==> config.mk <==
export PLATFORM = sky130hd
export DESIGN_NAME = mem_arbiter_flat
export DESIGN_NICKNAME = d
export VERILOG_FILES = /design/src/rtl/mem_arbiter_if.sv /design/src/rtl/mem_arbiter.sv /design/src/flat_wrapper.sv
export SDC_FILE = /design/constraint.sdc
export NUM_CORES = 1
export LEC_CHECK = 0
export CAP_MARGIN = 20
export CORE_AREA = 2 2 105 107
export DETAILED_ROUTE_END_ITERATION = 6
export DIE_AREA = 0 0 107 109
export PLACE_DENSITY_LB_ADDON = 0.15
export SKIP_CTS_REPAIR_TIMING = 1
export SKIP_LAST_GASP = 1
export SLEW_MARGIN = 20
export SYNTH_ARGS = -nofsm -noshare
export SYNTH_HDL_FRONTEND = slang
export SYNTH_SLANG_ARGS = --single-unit
==> constraint.sdc <==
create_clock -name clk -period 1.5 [get_ports clk]
set_clock_uncertainty 0.1 [all_clocks]
set_input_delay 0.3 -clock clk [delete_from_list [all_inputs] [get_ports clk]]
set_output_delay 0.3 -clock clk [all_outputs]
set_load 0.01 [all_outputs]
==> src/rtl/mem_arbiter_if.sv <==
// Bundles the two requester ports and the memory-controller side of mem_arbiter.
// The slave modport is the arbiter's view; master is the surrounding system's view.
interface mem_arbiter_if #(
  parameter int ADDR_W = 32,
  parameter int DATA_W = 32
);
  logic              req0, req1;
  logic              lock0, lock1;
  logic [ADDR_W-1:0] addr0, addr1;
  logic              we0, we1;
  logic [DATA_W-1:0] wdata0, wdata1;
  logic              gnt0, gnt1;
  logic              rvalid0, rvalid1;
  logic [DATA_W-1:0] rdata;
  logic              busy;
  logic [ADDR_W-1:0] mem_address;
  logic              mem_write_enable;
  logic [DATA_W-1:0] mem_in;
  logic [DATA_W-1:0] mem_out;

  modport slave (
    input  req0, req1, lock0, lock1, addr0, addr1, we0, we1, wdata0, wdata1, mem_out,
    output gnt0, gnt1, rvalid0, rvalid1, rdata, busy, mem_address, mem_write_enable, mem_in
  );

  modport master (
    output req0, req1, lock0, lock1, addr0, addr1, we0, we1, wdata0, wdata1, mem_out,
    input  gnt0, gnt1, rvalid0, rvalid1, rdata, busy, mem_address, mem_write_enable, mem_in
  );
endinterface

==> src/rtl/mem_arbiter.sv <==
// Round-robin arbiter sharing one synchronous-RAM memory controller between two engines,
// with an optional bounded lock so one port can issue a short back-to-back burst.
module mem_arbiter #(
  parameter int ADDR_W    = 32,
  parameter int DATA_W    = 32,
  parameter int MAX_BURST = 4
) (
  input  logic          clk,
  input  logic          reset,
  mem_arbiter_if.slave  bus
);
  localparam int CNT_W = $clog2(MAX_BURST) + 1;
  localparam logic [CNT_W-1:0] BURST_LAST = CNT_W'(MAX_BURST - 1);

  typedef enum logic [1:0] {IDLE, OWN0, OWN1} state_t;

  state_t             state_reg, state_next;
  logic               last_reg, last_next;
  logic [CNT_W-1:0]   burst_cnt_reg, burst_cnt_next;
  logic [1:0]         rvalid_reg;

  logic [1:0]         req, lock, we, gnt;
  logic [ADDR_W-1:0]  addr  [2];
  logic [DATA_W-1:0]  wdata [2];
  logic               owner;
  logic               busy;
  logic               mem_we;
  logic [ADDR_W-1:0]  mem_addr;
  logic [DATA_W-1:0]  mem_wdata;

  assign req      = {bus.req1, bus.req0};
  assign lock     = {bus.lock1, bus.lock0};
  assign we       = {bus.we1, bus.we0};
  assign addr[0]  = bus.addr0;
  assign addr[1]  = bus.addr1;
  assign wdata[0] = bus.wdata0;
  assign wdata[1] = bus.wdata1;

  always_ff @(posedge clk or negedge reset) begin
    if (!reset) begin
      state_reg     <= IDLE;
      last_reg      <= 1'b1;
      burst_cnt_reg <= '0;
      rvalid_reg    <= '0;
    end else begin
      state_reg     <= state_next;
      last_reg      <= last_next;
      burst_cnt_reg <= burst_cnt_next;
      rvalid_reg    <= gnt & ~we;
    end
  end

  always_comb begin
    state_next     = state_reg;
    last_next      = last_reg;
    burst_cnt_next = burst_cnt_reg;
    gnt            = '0;
    busy           = 1'b0;
    mem_we         = 1'b0;
    mem_addr       = '0;
    mem_wdata      = '0;
    owner          = (state_reg == OWN1);

    case (state_reg)
      IDLE: begin
        // On a tie the port that was not served last wins.
        if (req[0] && req[1]) state_next = last_reg ? OWN0 : OWN1;
        else if (req[0])      state_next = OWN0;
        else if (req[1])      state_next = OWN1;
      end
      default: begin
        busy      = 1'b1;
        mem_addr  = addr[owner];
        mem_wdata = wdata[owner];
        if (req[owner]) begin
          gnt[owner] = 1'b1;
          mem_we     = we[owner];
          if (lock[owner] && (burst_cnt_reg < BURST_LAST)) begin
            burst_cnt_next = burst_cnt_reg + 1'b1;
          end else begin
            last_next      = owner;
            burst_cnt_next = '0;
            if (req[~owner]) state_next = owner ? OWN0 : OWN1;
          end
        end else begin
          // Owner withdrew: hand over or fall back to idle without an access.
          last_next      = owner;
          burst_cnt_next = '0;
          state_next     = req[~owner] ? (owner ? OWN0 : OWN1) : IDLE;
        end
      end
    endcase
  end

  assign bus.gnt0             = gnt[0];
  assign bus.gnt1             = gnt[1];
  assign bus.rvalid0          = rvalid_reg[0];
  assign bus.rvalid1          = rvalid_reg[1];
  assign bus.rdata            = bus.mem_out;
  assign bus.busy             = busy;
  assign bus.mem_address      = mem_addr;
  assign bus.mem_write_enable = mem_we;
  assign bus.mem_in           = mem_wdata;
endmodule
==> src/flat_wrapper.sv <==
// flat-port wrapper written by rule: the top's interface ports become plain ports
module mem_arbiter_flat 
#(
  parameter int ADDR_W    = 32,
  parameter int DATA_W    = 32,
  parameter int MAX_BURST = 4
)
  (clk, reset, bus_req0, bus_req1, bus_lock0, bus_lock1, bus_addr0, bus_addr1, bus_we0, bus_we1, bus_wdata0, bus_wdata1, bus_mem_out, bus_gnt0, bus_gnt1, bus_rvalid0, bus_rvalid1, bus_rdata, bus_busy, bus_mem_address, bus_mem_write_enable, bus_mem_in);
  mem_arbiter_if #(.ADDR_W(ADDR_W), .DATA_W(DATA_W)) bus_i ();
  input  logic clk;
  input  logic reset;
  input wire logic [$bits(bus_i.req0)-1:0] bus_req0;
  input wire logic [$bits(bus_i.req1)-1:0] bus_req1;
  input wire logic [$bits(bus_i.lock0)-1:0] bus_lock0;
  input wire logic [$bits(bus_i.lock1)-1:0] bus_lock1;
  input wire logic [$bits(bus_i.addr0)-1:0] bus_addr0;
  input wire logic [$bits(bus_i.addr1)-1:0] bus_addr1;
  input wire logic [$bits(bus_i.we0)-1:0] bus_we0;
  input wire logic [$bits(bus_i.we1)-1:0] bus_we1;
  input wire logic [$bits(bus_i.wdata0)-1:0] bus_wdata0;
  input wire logic [$bits(bus_i.wdata1)-1:0] bus_wdata1;
  input wire logic [$bits(bus_i.mem_out)-1:0] bus_mem_out;
  output wire logic [$bits(bus_i.gnt0)-1:0] bus_gnt0;
  output wire logic [$bits(bus_i.gnt1)-1:0] bus_gnt1;
  output wire logic [$bits(bus_i.rvalid0)-1:0] bus_rvalid0;
  output wire logic [$bits(bus_i.rvalid1)-1:0] bus_rvalid1;
  output wire logic [$bits(bus_i.rdata)-1:0] bus_rdata;
  output wire logic [$bits(bus_i.busy)-1:0] bus_busy;
  output wire logic [$bits(bus_i.mem_address)-1:0] bus_mem_address;
  output wire logic [$bits(bus_i.mem_write_enable)-1:0] bus_mem_write_enable;
  output wire logic [$bits(bus_i.mem_in)-1:0] bus_mem_in;
  assign bus_i.req0 = bus_req0;
  assign bus_i.req1 = bus_req1;
  assign bus_i.lock0 = bus_lock0;
  assign bus_i.lock1 = bus_lock1;
  assign bus_i.addr0 = bus_addr0;
  assign bus_i.addr1 = bus_addr1;
  assign bus_i.we0 = bus_we0;
  assign bus_i.we1 = bus_we1;
  assign bus_i.wdata0 = bus_wdata0;
  assign bus_i.wdata1 = bus_wdata1;
  assign bus_i.mem_out = bus_mem_out;
  assign bus_gnt0 = bus_i.gnt0;
  assign bus_gnt1 = bus_i.gnt1;
  assign bus_rvalid0 = bus_i.rvalid0;
  assign bus_rvalid1 = bus_i.rvalid1;
  assign bus_rdata = bus_i.rdata;
  assign bus_busy = bus_i.busy;
  assign bus_mem_address = bus_i.mem_address;
  assign bus_mem_write_enable = bus_i.mem_write_enable;
  assign bus_mem_in = bus_i.mem_in;
  mem_arbiter #(.ADDR_W(ADDR_W), .DATA_W(DATA_W), .MAX_BURST(MAX_BURST)) u_core (.clk(clk), .reset(reset), .bus(bus_i));
endmodule
; Yosys cells after proc, flatten, opt, wreduce, memory -nomap -nowiden
; Index checks and enable logic that the tools add are counted.
[classes]
addsub = 1
magnitude_cmp = 5
n_eq_ne = 5
n_mux = 37
bitwise_logic = 5
reduce_logical = 6
[ops]
columns = cell, count
row1 = $mux W32, 8
row2 = $mux W2, 12
row3 = $mux W1, 14
row4 = $mux W3, 2
row5 = $ne A3 B3 Y1 const B, 2
row6 = $lt A1 B2 Y1 const B, 2
row7 = $ne A4 B3 Y1 const B, 1
row8 = $add A3 B1 Y3 const B, 1
row9 = $logic_and A1 B1 Y1, 3
row10 = $lt A3 B2 Y1 const B, 1
row11 = $reduce_and A3 Y1, 1
row12 = $and A2 B2 Y2, 1
row13 = $eq A2 B2 Y1 const B, 1
row14 = $ge A2 B2 Y1 const B, 1
row15 = $logic_not A2 Y1, 1
row16 = $ne A2 B2 Y1 const B, 1
row17 = $not A1 Y1, 2
row18 = $not A1 Y2, 1
row19 = $not A2 Y2, 1
row20 = $reduce_and A2 Y1, 1
row21 = $demux W1 S1, 1
row22 = $ge A1 B1 Y1 const B, 1
[totals]
reg_bits = 8
input_bits = 168
output_inout_bits = 102
word_cells = 63

; Depth between registers and ports, before layout
[depth]
word_depth = 8
mapped_depth = 5
mapped_depth_nobuf = 4

; Worst setup path after synthesis
; No wires, ideal clock.
[synth_path]
kind = register to output
startpoint = register u_core.state_reg[0]
endpoint = output bus_mem_write_enable
arrival_ps = 1144
required_time_ps = 1100
setup_slack_ps = -44
stages_incl_launch_ff = 5
n_path_buf = 2
path_cell_list = dfrtp_1 buf_2 buf_2 nor2_1 a22o_1
[synth_between]
elab_chain_len = 5
[synth_lines]
columns = item, line_no
row1 = start: declaration, mem_arbiter.sv:17  ; state_t state_reg, state_next;
row2 = start signal: assignment, mem_arbiter.sv:46  ; state_reg <= state_next;
row3 = $eq A2 B2 Y1, mem_arbiter.sv:62  ; owner = (state_reg == OWN1);
row4 = "$mux W1, on equally long branches (2 in a row)", "mem_arbiter.sv:77, mem_arbiter.sv:75"
row5 = $mux W1, mem_arbiter.sv:75  ; if (req[owner]) begin
row6 = $mux W1 *, mem_arbiter.sv:64  ; case (state_reg)
row7 = end: declaration, flat_wrapper.sv:30  ; output wire logic [$bits(bus_i.mem_write_enable)-1:0] bus_mem_write_enable;
; Mark *: on every way between the ends. The rest lies on a longest branch, timed or not. The select of a mux whose other input is x is not followed.

; Worst setup path after layout
[layout_path]
startpoint = register u_core.state_reg[0]
endpoint = output bus_mem_in[17]
[layout_between]
elab_chain_len = 6
[layout_lines]
columns = item, line_no
row1 = $eq A2 B2 Y1, mem_arbiter.sv:62
row2 = $not A1 Y2 (not written as such), mem_arbiter.sv:74  ; mem_wdata = wdata[owner];
row3 = $mux W32 (not written as such) (3 in a row), mem_arbiter.sv:74
row4 = $mux W32 *, mem_arbiter.sv:64
row5 = end: declaration, flat_wrapper.sv:31  ; output wire logic [$bits(bus_i.mem_in)-1:0] bus_mem_in;
; Marks and branches as above.

==> metrics.cfg <==
[outcome]
status = complete, but fails checks
violations = setup timing

[routing]
wl_per_cell_um = 17.1
drtPass1Iterations = 4
finalWirelength_mm = 8.31
drtAntennaViolNets = 0
vias = 2005
vias_per_cell = 4.12
detail_route.iter0.violations = 76
drc_errors = 0

[sta]
fin_crit_ps = 1840
rsz0062_at_grt = true
setup_viol = 73
max_freq_mhz = 543
min_period_over_period = 1.23
hold_ws_ps = 265
fin_ws_ps = -343
tns_ps = -19540
worst_pin_slew_ps = 397
finalHoldViolations = 0
finalMaxSlewViolations = 0
relSlewSlack = 0.734

[clock_network]
cts_tree = done
htree_num_levels = 1
cts_buffer_depth = 2
clockRootBuffer = clkbuf_8
cts_sinks = 8
cts.reportedPaths.clkPinSlew_ps = 40
cts_buffers = 3
clock_latency_ps = 230

[power]
peakVddDrop_mv = 0.901
internal_power_w = 0.00301
p_leak_nw = 1.63
fin_total_pwr_w = 0.00529
switchingPower_w = 0.00228
power_density_nw_per_um2 = 1540
seq_power_share = 0.070
power.clock.fraction = 0.053
swShare = 0.431
pwr-share-comb = 0.878

[synthesis]
synthAdderAreaFrac = 0.00955
syn_avg_cell_area_um2 = 8.45
synth_area_um2 = 1310
synth_fp_nets = 324
synth-compound-area-share = 0.507
synth_xor_area_frac = 0.00669
synthCells = 155
synth_mux_area_frac = 0.0172
yosys.cell_types.count = 24
synth_top_family_by_area = compound AO/OA/AOI/OAI gates
yosys.area_share.simple = 0.0535
ys_ff_latch = 8
ys_seq_area_frac = 0.154
yosysWarnings = 0

[layout]
final_nets = 517
multi_input_area_um2 = 821
antenna_cells = 0
area_delta_synth_final_pct = 162
layout.cells.non_filler = 487
largest_reg_flops = 3
ff_latch_area_um2 = 203
fillers = 1134
drive_gt1_frac = 0.314
final_cell_area_um2 = 3430

[critical_path]
reg2reg_from = u_core.state_reg[0]$_DFFE_PN0P_
critical_path_class = flop to output port
required_ps = 1100
r2r-end = u_core.state_reg[0]$_DFFE_PN0P_
start_kind = flop
reg2reg_slack_ps = -230
endpoint_kind = output port
r2r_cells = 6
critPathMaxFanout = 8
arrival_ps = 1440

[floorplanning]
fp.dieArea_um2 = 11700
core.rowCount = 38
die_x_um = 107
start_util = 0.124
pin_count = 270
die_h_um = 109
coreArea_um2 = 10600

[global_route]
globalRouteTotalUtil = 0.106
grt_max_degree = 44
grt_pass1_wl_mm = 9.78
overflow = 0
antenna_found_initial = 0
grt_pass1_vias = 1833

[place]
port_buffers = 205
place_hpwl_mm = 6.00
gp_congestion = 0.704
placed_cell_area_um2 = 3400
dpl.cell_count = 472

[worst_hold_path]
hold_class = input pin to async pin

[run]
drv_cap = 0

power by group through the flow:
stage	combinational (W)	sequential, W	clock [W]
finish	0.00465	0.000369	0.000278
global route	0.00500	0.000384	0.000302
CTS	0.00458	0.000364	0.000285
detailed placement	0.00456	0.000366	0
global placement	0.00458	0.000364	0
floorplan	0.00211	0.000356	0
worst max-delay path by stage:
stage               slack (ps)              endpoint                             from
finish                    -340        bus_mem_in[17]  u_core.state_reg[0]$_DFFE_PN0P_
global route              -400         bus_mem_in[7]  u_core.state_reg[0]$_DFFE_PN0P_
CTS                       -730   bus_mem_address[18]  u_core.state_reg[0]$_DFFE_PN0P_
detailed placement        -590  bus_mem_write_enable                         bus_req1
global placement          -580  bus_mem_write_enable                         bus_req1
floorplan                  -30   bus_mem_address[12]  u_core.state_reg[1]$_DFFE_PN0P_
cells in the mapped netlist, drive strengths merged:
master	instances	share of area
a21boi	1	0.0086
ha	1	0.0095
a22o	67	0.45
dfstp	1	0.020
inv	3	0.0086
nor2b	1	0.0048
nor2	4	0.011
a211oi	1	0.0095
a21oi	5	0.019
xor2	1	0.0067
mux2	2	0.017
buf	44	0.23
nand3	2	0.0076
dfrtp	7	0.13
nand4	1	0.0048
nand2	2	0.0057
o22a	1	0.0067
nand4b	1	0.011
clkbuf	4	0.011
o21ai	4	0.015
nor3	2	0.0076
per-stage QoR:
stage	utilization	setup WS, ps
global placement	0.321	-584
global route	0.323	-398
floorplan	-	-32.3
finish	0.323	-343
detailed placement	0.321	-588
CTS	0.325	-726
metal layers:
metal  up-vias  GRT usage  part of all wire
met5         -          0                 0
met4         0     0.0158            0.0069
met3         6     0.0317             0.083
met2       108      0.190              0.52
met1       927      0.128              0.39
li1        964          -                 -
cell usage in the layout (no fill, tap or decap), drive strengths merged:
cell type / count
clkbuf: 49
dfrtp: 7
a22o: 67
nand4b: 1
o22a: 1
a21oi: 5
a21boi: 1
nor3: 2
ha: 1
nand3: 2
nor2: 4
clkdlybuf4s50: 134
dfstp: 1
dlymetal6s2s: 6
nand2: 2
o21ai: 4
a211oi: 1
inv: 3
nor2b: 1
mux2: 2
nand4: 1
buf: 51
xor2: 1
layout make-up:
| class | count | share of cell area |
|---|---|---|
| clock buffer | 4 | 0.0131 |
| inverter | 3 | 0.00328 |
| multi-input combinational | 96 | 0.239 |
| sequential | 8 | 0.0591 |
| tap | 140 | 0.0511 |
| timing repair buffer | 236 | 0.634 |
critical path, stage by stage, from the launching register on:
cell and delay (ps):
dfrtp_2 430, nor2b_4 180, buf_12 170, clkbuf_16 160, a22o_1 140, buf_2 130
logic make-up after synthesis:
group | Yosys count
simple gates | 13
mux | 2
compound gates | 79
fa+ha+maj | 1
buf+inv | 51
flops | 8
xor+xnor | 1
Note: power is estimated with default switching activity, not from simulation.
